**src/rtl/timing_leak_monitor_if.sv**
```systemverilog
// Bus between the timing-leak monitor and the block that owns the units under test.
// The slave side is the monitor; the master side drives start/done and observes results.
interface timing_leak_monitor_if #(
    parameter int NCH = 2,
    parameter int CW  = 16
);
    logic           start;
    logic [NCH-1:0] done;
    logic           busy;
    logic [NCH-1:0] done_mask;
    logic [CW-1:0]  first_lat;
    logic [CW-1:0]  last_lat;
    logic [CW-1:0]  skew;
    logic           complete;
    logic           leak;
    logic           timeout;
    logic           leak_sticky;
    logic [CW-1:0]  leak_count;

    modport slave (
        input  start, done,
        output busy, done_mask, first_lat, last_lat, skew, complete,
               leak, timeout, leak_sticky, leak_count
    );

    modport master (
        output start, done,
        input  busy, done_mask, first_lat, last_lat, skew, complete,
               leak, timeout, leak_sticky, leak_count
    );
endinterface

```
**src/rtl/timing_leak_monitor.sv**
```systemverilog
// Measures per-channel completion latency after a common start and flags runs whose
// channels finish at different times (a timing side channel) or never finish.
module timing_leak_monitor #(
    parameter int NCH     = 2,
    parameter int CW      = 16,
    parameter int TIMEOUT = 1024
) (
    input logic                  clk,
    input logic                  rst,
    timing_leak_monitor_if.slave bus
);
    localparam logic [CW-1:0] TIMEOUT_CW = CW'(TIMEOUT);

    typedef enum logic [1:0] {
        IDLE   = 2'd0,
        RUN    = 2'd1,
        REPORT = 2'd2
    } stateT;

    stateT          state, stateNext;
    logic [CW-1:0]  cnt, cntNext;
    logic [NCH-1:0] doneMask, maskNext;
    logic [CW-1:0]  firstLat, firstNext;
    logic [CW-1:0]  lastLat, lastNext;
    logic [CW-1:0]  skewReg, skewNext;
    logic           leakReg, leakNext;
    logic           timeoutReg, timeoutNext;
    logic           leakSticky, stickyNext;
    logic [CW-1:0]  leakCount, countNext;
    logic           busyReg, completeReg;
    logic [NCH-1:0] newDone;
    logic [CW-1:0]  firstEff;

    always_comb begin
        // NOTE: every signal written here gets a default first so no path can hold a value (no latch).
        stateNext   = state;
        cntNext     = cnt;
        maskNext    = doneMask;
        firstNext   = firstLat;
        lastNext    = lastLat;
        skewNext    = skewReg;
        leakNext    = leakReg;
        timeoutNext = timeoutReg;
        stickyNext  = leakSticky;
        countNext   = leakCount;
        newDone     = '0;
        firstEff    = firstLat;

        case (state)
            IDLE: begin
                // done is deliberately not looked at here, even in the start cycle.
                if (bus.start) begin
                    stateNext   = RUN;
                    cntNext     = CW'(1);
                    maskNext    = '0;
                    firstNext   = '0;
                    lastNext    = '0;
                    skewNext    = '0;
                    leakNext    = 1'b0;
                    timeoutNext = 1'b0;
                end
            end

            RUN: begin
                cntNext  = cnt + 1'b1;
                newDone  = bus.done & ~doneMask;
                maskNext = doneMask | newDone;

                // firstEff lets the same cycle's first completion feed the skew subtraction.
                if ((doneMask == '0) && (newDone != '0)) begin
                    firstEff  = cnt;
                    firstNext = cnt;
                end

                if (&maskNext) begin
                    lastNext  = cnt;
                    skewNext  = cnt - firstEff;
                    leakNext  = (cnt != firstEff);
                    stateNext = REPORT;
                end else if (cnt == TIMEOUT_CW) begin
                    timeoutNext = 1'b1;
                    leakNext    = 1'b1;
                    lastNext    = TIMEOUT_CW;
                    skewNext    = (maskNext != '0) ? (TIMEOUT_CW - firstEff) : '0;
                    stateNext   = REPORT;
                end
            end

            REPORT: begin
                stateNext = IDLE;
                if (leakReg) begin
                    stickyNext = 1'b1;
                    if (leakCount != '1) begin
                        countNext = leakCount + 1'b1;
                    end
                end
            end

            default: stateNext = IDLE;
        endcase
    end

    always_ff @(posedge clk) begin
        // NOTE: sequential state uses non-blocking assignments so every register samples pre-edge values.
        if (rst) begin
            state       <= IDLE;
            cnt         <= '0;
            doneMask    <= '0;
            firstLat    <= '0;
            lastLat     <= '0;
            skewReg     <= '0;
            leakReg     <= 1'b0;
            timeoutReg  <= 1'b0;
            leakSticky  <= 1'b0;
            leakCount   <= '0;
            busyReg     <= 1'b0;
            completeReg <= 1'b0;
        end else begin
            state       <= stateNext;
            cnt         <= cntNext;
            doneMask    <= maskNext;
            firstLat    <= firstNext;
            lastLat     <= lastNext;
            skewReg     <= skewNext;
            leakReg     <= leakNext;
            timeoutReg  <= timeoutNext;
            leakSticky  <= stickyNext;
            leakCount   <= countNext;
            busyReg     <= (stateNext == RUN);
            completeReg <= (stateNext == REPORT);
        end
    end

    assign bus.busy        = busyReg;
    assign bus.complete    = completeReg;
    assign bus.done_mask   = doneMask;
    assign bus.first_lat   = firstLat;
    assign bus.last_lat    = lastLat;
    assign bus.skew        = skewReg;
    assign bus.leak        = leakReg;
    assign bus.timeout     = timeoutReg;
    assign bus.leak_sticky = leakSticky;
    assign bus.leak_count  = leakCount;
endmodule
```
**src/flat_wrapper.sv**
```systemverilog
// flat-port wrapper written by rule: the top's interface ports become plain ports
module timing_leak_monitor_flat 
#(
    parameter int NCH     = 2,
    parameter int CW      = 16,
    parameter int TIMEOUT = 1024
)
  (clk, rst, bus_start, bus_done, bus_busy, bus_done_mask, bus_first_lat, bus_last_lat, bus_skew, bus_complete, bus_leak, bus_timeout, bus_leak_sticky, bus_leak_count);
  timing_leak_monitor_if #(.NCH(NCH), .CW(CW)) bus_i ();
  input logic clk;
  input logic rst;
  input wire logic [$bits(bus_i.start)-1:0] bus_start;
  input wire logic [$bits(bus_i.done)-1:0] bus_done;
  output wire logic [$bits(bus_i.busy)-1:0] bus_busy;
  output wire logic [$bits(bus_i.done_mask)-1:0] bus_done_mask;
  output wire logic [$bits(bus_i.first_lat)-1:0] bus_first_lat;
  output wire logic [$bits(bus_i.last_lat)-1:0] bus_last_lat;
  output wire logic [$bits(bus_i.skew)-1:0] bus_skew;
  output wire logic [$bits(bus_i.complete)-1:0] bus_complete;
  output wire logic [$bits(bus_i.leak)-1:0] bus_leak;
  output wire logic [$bits(bus_i.timeout)-1:0] bus_timeout;
  output wire logic [$bits(bus_i.leak_sticky)-1:0] bus_leak_sticky;
  output wire logic [$bits(bus_i.leak_count)-1:0] bus_leak_count;
  assign bus_i.start = bus_start;
  assign bus_i.done = bus_done;
  assign bus_busy = bus_i.busy;
  assign bus_done_mask = bus_i.done_mask;
  assign bus_first_lat = bus_i.first_lat;
  assign bus_last_lat = bus_i.last_lat;
  assign bus_skew = bus_i.skew;
  assign bus_complete = bus_i.complete;
  assign bus_leak = bus_i.leak;
  assign bus_timeout = bus_i.timeout;
  assign bus_leak_sticky = bus_i.leak_sticky;
  assign bus_leak_count = bus_i.leak_count;
  timing_leak_monitor #(.NCH(NCH), .CW(CW), .TIMEOUT(TIMEOUT)) u_core (.clk(clk), .rst(rst), .bus(bus_i));
endmodule
```
**config.mk**
```make
export PLATFORM = sky130hd
export DESIGN_NAME = timing_leak_monitor_flat
export DESIGN_NICKNAME = d
export VERILOG_FILES = /design/src/rtl/timing_leak_monitor_if.sv /design/src/rtl/timing_leak_monitor.sv /design/src/flat_wrapper.sv
export SDC_FILE = /design/constraint.sdc
export NUM_CORES = 1
export LEC_CHECK = 0
export BUFFER_PORTS_ARGS = -buffer_cell sky130_fd_sc_hd__buf_4
export CAP_MARGIN = 20
export CORE_MARGIN = 2
export CORE_UTILIZATION = 45
export DETAILED_ROUTE_END_ITERATION = 10
export PLACE_DENSITY = 0.64
export SYNTH_ARGS = -nofsm -noshare
export SYNTH_HDL_FRONTEND = slang
export SYNTH_SLANG_ARGS = --single-unit
export TNS_END_PERCENT = 30
```
**constraint.sdc**
```tcl
create_clock -name clk -period 4.7 [get_ports clk]
set_input_delay 0 -clock clk [delete_from_list [all_inputs] [get_ports clk]]
set_output_delay 0 -clock clk [all_outputs]
set_load 0.1 [all_outputs]
```
* Word level (Yosys, flattened, before mapping)
Index checks and enable logic that the tools add are counted.
Operators by class: $add $sub $neg 4, equal/unequal tests 11, multiplexer cells 25, bitwise operators 3, reduce and logical (&&, ||, !) cells 12
Operator list (count):
- 16-bit 2-to-1 mux | 9
- 16-bit case mux with 2 select lines | 4
- 16-bit by 1-bit adder with 16-bit output, second input constant | 2
- 16-bit by 11-bit equality test with 1-bit output, second input constant | 1
- 16-bit != test | 1
- 16-bit != test, second input constant | 1
- 11-bit by 16-bit subtractor with 16-bit output, first input constant | 1
- 16-bit subtractor | 1
- 2-bit 2-to-1 mux | 4
- 2-bit case mux with 2 select lines | 2
- 2-bit AND reduction | 3
- 3-bit AND reduction | 2
- 2-bit nonzero test | 3
- 2-bit by 1-bit equality test with 1-bit output, second input constant | 2
- 2-bit equality test, second input constant | 2
- 2-bit logical NOT | 2
- 1-bit 2-to-1 mux | 4
- 2-bit != test, second input constant | 2
- 1-bit case mux with 2 select lines | 2
- 4-bit AND reduction | 1
- 3-bit by 1-bit != test with 1-bit output, second input constant | 1
- 2-bit AND | 1
- 2-bit by 1-bit != test with 1-bit output, second input constant | 1
- 2-bit inverter | 1
- 2 further kinds | 2
Storage, ports and cells: flip-flop bits (word level) 89, input bits 5, output and inout bits 71

* Logic depth before layout (Yosys ltp)
word-level depth 11, mapped depth 17, depth with buffers taken out 15

* Least setup slack after synthesis
No wires, ideal clock.
path type reg2reg, start register u_core.doneMask[0] (netlist: u_core.bus.done_mask[0]), end register u_core.skewReg[12] (netlist: u_core.bus.skew[12]), arrival 4.220 ns, required time 4.636 ns, slack 0.416 ns, stages on the path, launching flop included 17, clock period less this slack 4.284 ns, cells stage by stage dfxtp_1 -> nor2_1 -> nand2_2 -> buf_1 -> mux2i_1 -> inv_1 -> ha_1 -> inv_1 -> ha_1 -> a211oi_1 -> a2111o_1 -> nor2_2 -> o31ai_4 -> a41oi_1 -> o2111ai_1 -> or3_1 -> nand3_1
Between the ends: cells in the longest elaborated chain, start to end 11, elaborated cells between the ends (all ways) 18, classes of those cells add/sub (2); eq/ne (1); mux (6); bitwise (3); reduce/logical (6)
RTL lines:
- start: declaration | RTL line timing_leak_monitor.sv:22 | logic [NCH-1:0] doneMask, maskNext;
- start signal: assignment | RTL line timing_leak_monitor.sv:121 | doneMask <= maskNext;
- 2-bit inverter | RTL line timing_leak_monitor.sv:66 | newDone = bus.done & ~doneMask;
- 2-bit AND | RTL line timing_leak_monitor.sv:66
- 2-bit nonzero test | RTL line timing_leak_monitor.sv:70 | if ((doneMask == '0) && (newDone != '0)) begin
- 1-bit logical AND | RTL line timing_leak_monitor.sv:70
- 16-bit 2-to-1 mux | RTL line timing_leak_monitor.sv:70
- 16-bit 2-to-1 mux | RTL line timing_leak_monitor.sv:49 | case (state)
- 11-bit by 16-bit subtractor with 16-bit output | RTL line timing_leak_monitor.sv:84 | skewNext = (maskNext != '0) ? (TIMEOUT_CW - firstEff) : '0;
- 16-bit 2-to-1 mux | RTL line timing_leak_monitor.sv:84
- 16-bit 2-to-1 mux | RTL line timing_leak_monitor.sv:80 | end else if (cnt == TIMEOUT_CW) begin
- 16-bit 2-to-1 mux | RTL line timing_leak_monitor.sv:75 | if (&maskNext) begin
- 16-bit case mux with 2 select lines | RTL line timing_leak_monitor.sv:49
- end signal: assignment | RTL line timing_leak_monitor.sv:124 | skewReg <= skewNext;
- end: declaration | RTL line timing_leak_monitor.sv:25 | logic [CW-1:0] skewReg, skewNext;
Parallel ways exist; a longest one is shown, timed or not. The select of a mux whose other input is x is not followed. A chain may end at the register's enable or synchronous reset.

* Final worst setup path
start register u_core.doneMask[1] (netlist: u_core.bus.done_mask[1]), end register u_core.skewReg[14] (netlist: u_core.bus.skew[14])
Same word-level chain as after synthesis.

==> results.py <==
metrics = {
    "routing": {
        "vias": 5020,
        "via_per_inst": 5.95,
        "route.detailed.drc": 0,
        "ant_nets": 0,
        "drt_pre_antenna_iters": 5,
        "drt_iter0_markers": 257,
        "wl_mm": 15.4,
        "drt-wirelength-per-cell_um": 18.3,
    },
    "logic_synthesis": {
        "synthesis.area_um2": 5180,
        "synth_warnings": 0,
        "ys_seq_area_frac": 0.344,
        "async_flop_share": 0,
        "synth-seq-cells": 89,
        "synth-compound-area-share": 0.253,
        "syn_inst": 646,
        "synth_top_area_frac": 0.344,
        "yosys.area.top_type": "dfxtp_1",
        "synth_xor_area_frac": 0.0693,
        "synth_simple_gate_area_share": 0.238,
        "synth_common_cells": "dfxtp_1 (89), nor2_1 (66), nand2_1 (61)",
        "synth_edf_count": 0,
        "synth.area.mux_share": 0.0217,
        "synthTopCellsByArea": "dfxtp_1 (34%), nor2_1 (4.8%), a21oi_1 (4.5%)",
        "synth.distinct_cells": 80,
        "synth-main-ff-cell": "dfxtp_1",
        "syn_area_per_cell_um2": 8.02,
        "synth_nets": 660,
        "synth_top_family_by_area": "compound AO/OA/AOI/OAI gates",
        "synth_most_common_cell": "dfxtp_1",
        "yosys.area_share.adder": 0.0278,
    },
    "worst_setup_path": {
        "crit_fanout": 7,
        "worstPathCellList": "nor2_1 > nand2_2 > mux2i_1 > inv_1 > ha_1 > inv_1 > ha_1 > nor3_2 > a2111o_1 > nor2_2 > o31ai_4 > a31oi_1 > a221oi_2 > xnor2_1 > o221ai_1",
        "critPathLaunchType": "register",
        "required_ns": 4.91,
        "cpPeakStageDelay_ns": 0.45,
        "endpoint_kind": "register",
        "critPathKind": "register to register",
        "cp_slowest_cell": "nor3_2",
        "critPathArrivalTime_ns": 3.70,
    },
    "pwr": {
        "clockPowerShare": 0.405,
        "combPwrFrac": 0.189,
        "p_int_mw": 1.35,
        "peakVddDrop_mv": 0.281,
        "sw_frac_of_total": 0.300,
        "power.density_nw_per_um2": 314,
        "power_frac_seq": 0.406,
        "p_leak_nw": 2.50,
        "switchingPower_mw": 0.578,
    },
    "placed_design": {
        "dp.cells": 828,
        "hpwl_mm": 11.1,
        "gp_congestion": 0.979,
        "portBuffers": 75,
    },
    "floorplanning": {
        "core_region_area_um2": 11300,
        "fp.dieW_um": 111,
        "fp.dieH_um": 111,
        "ioPinCount": 76,
        "initial_core_util": 0.458,
        "row_count": 39,
        "die_area_um2": 12400,
    },
    "timing": {
        "fin_tns_setup_ns": 0,
        "rsz0062_at_grt": "no",
        "timing.slew.headroom": 0.315,
        "finalSetupViolations": 0,
        "clock.fmax_mhz": 286,
        "final_hold_viol_count": 0,
        "period_share": 0.743,
        "worstMarginPinSlew_ns": 1.02,
        "slew_viol_final": 0,
        "clock_skew_ns": 0.00854,
        "finalCriticalPeriod_ns": 3.49,
    },
    "clock_network": {
        "root_buffer": "clkbuf_16",
        "clk_pin_slew_worst_paths_ns": 0.06,
        "cts_buffers": 9,
        "worstSkewPairLatency_ns": 0.36,
        "post-cts-setup-buffers": 0,
        "cts.sinks": 89,
        "ctsResizeCount": 0,
        "htreeDepth": 3,
        "cts_tree": "done",
        "clockBufferDepth": 2,
        "cts_hold_buffers": 0,
    },
    "layout": {
        "antenna_cells": 0,
        "final_nets": 710,
        "area_growth_pct": 18.2,
        "utilization": 0.541,
        "layoutNonFillerInstCount": 844,
        "drive_gt1_frac": 0.178,
    },
    "global_route": {
        "grt_pass1_vias": 4740,
        "grt.overflow.total": 0,
        "grt_max_degree": 45,
        "grt_usage": 0.246,
        "grt_pass1_wl_mm": 24.4,
        "antenna_found_initial": 0,
    },
    "min_path": {
        "hold_path.class": "primary input to register",
    },
    "run": {
        "maxCapViolCount": 0,
    },
    "run_status": {
        "status": "complete, no violations",
    },
}
## cells by family after synthesis
family                   Yosys count
AO/OA/AOI/OAI                    185
XOR/XNOR                          41
adder cells (fa/ha/maj)           12
buffers and inverters             61
flip-flops                        89
multiplexers                      11
AND/OR/NAND/NOR                  247
## layout make-up
class | count | area [um2]
well taps | 143 | 179
multi-input cells | 496 | 3160
repair buffers | 82 | 616
inverters | 18 | 67.6
clock inverters | 7 | 93.8
fillers | 1090 | 5200
flip-flops and latches | 89 | 1780
clock buffers | 9 | 225
## stage by stage
step           worst slack, ns  power [mW]  cell area (um2)  hold WS [ns]
2_1_floorplan            0.416        1.07             5180         0.235
3_3_place_gp              1.34        1.15             5810         0.381
3_5_place_dp              1.24        1.16             5810         0.415
4_1_cts                   1.22        1.93             6120        0.0462
5_1_grt                  0.923        1.99             6120        0.0585
6_report                  1.21        1.92             6120        0.0472
## cell usage in the layout, fill, tap and decap left out, types with 18 or more instances in the layout
cell      Yosys  final
o21ai_0      28     28
nand2b_1     20     20
nand2_1      61     61
nand3_1      19     19
nor2_1       66     65
dfxtp_1      89     89
xnor2_1      19     19
a21oi_1      47     47
inv_1        18     18
xor2_1       22     22
a22o_1       25     25
buf_4         0     82
## state kept, by name, indices dropped and copies added, names as in the netlist
register / cells
u_core.bus.first_lat: 16
u_core.bus.last_lat: 16
u_core.bus.leak_count: 16
u_core.bus.skew: 16
u_core.cnt: 16
u_core.bus.done_mask: 2
u_core.state: 2
u_core.bus.busy: 1
u_core.bus.complete: 1
u_core.bus.leak: 1
u_core.bus.leak_sticky: 1
u_core.bus.timeout: 1
## critical path: cells and delay by family, from the launching register on
| kind | cells | cell delay [ns] |
|---|---|---|
| compound gates | 5 | 1.15 |
| simple gates | 4 | 0.93 |
| fa+ha+maj | 2 | 0.39 |
| flops | 1 | 0.37 |
| buf+inv | 2 | 0.18 |
| mux | 1 | 0.18 |
| xor+xnor | 1 | 0.14 |
## power groups by stage
stage / clock network (mW) / registers, mW / logic [mW]
finish: 0.780 / 0.780 / 0.364
global route: 0.819 / 0.782 / 0.388
CTS: 0.793 / 0.780 / 0.360
detailed placement: 0 / 0.797 / 0.359
global placement: 0 / 0.797 / 0.356
floorplan: 0 / 0.857 / 0.214
## routing by layer
metal	wire, um	GRT usage	share of wire	vias up
met5	0	0	0	-
met4	386	0.100	0.025	0
met3	1030	0.0672	0.067	29
met2	7460	0.412	0.48	171
met1	6530	0.299	0.42	2399
li1	-	-	-	2421
## worst paths after layout
path / start / endpoint / slack, ns / cells past startpoint
worst max-delay path: u_core.bus.done_mask[1] / u_core.bus.skew[14] / 1.21 / 15
worst max register to register: u_core.bus.done_mask[1] / u_core.bus.skew[14] / 1.21 / 15
worst min-delay path: bus_start / u_core.bus.done_mask[0] / 0.05 / 4
worst min register to register: u_core.bus.skew[8] / u_core.bus.skew[8] / 0.46 / 2
No activity file was read; power rests on OpenSTA's default activity.
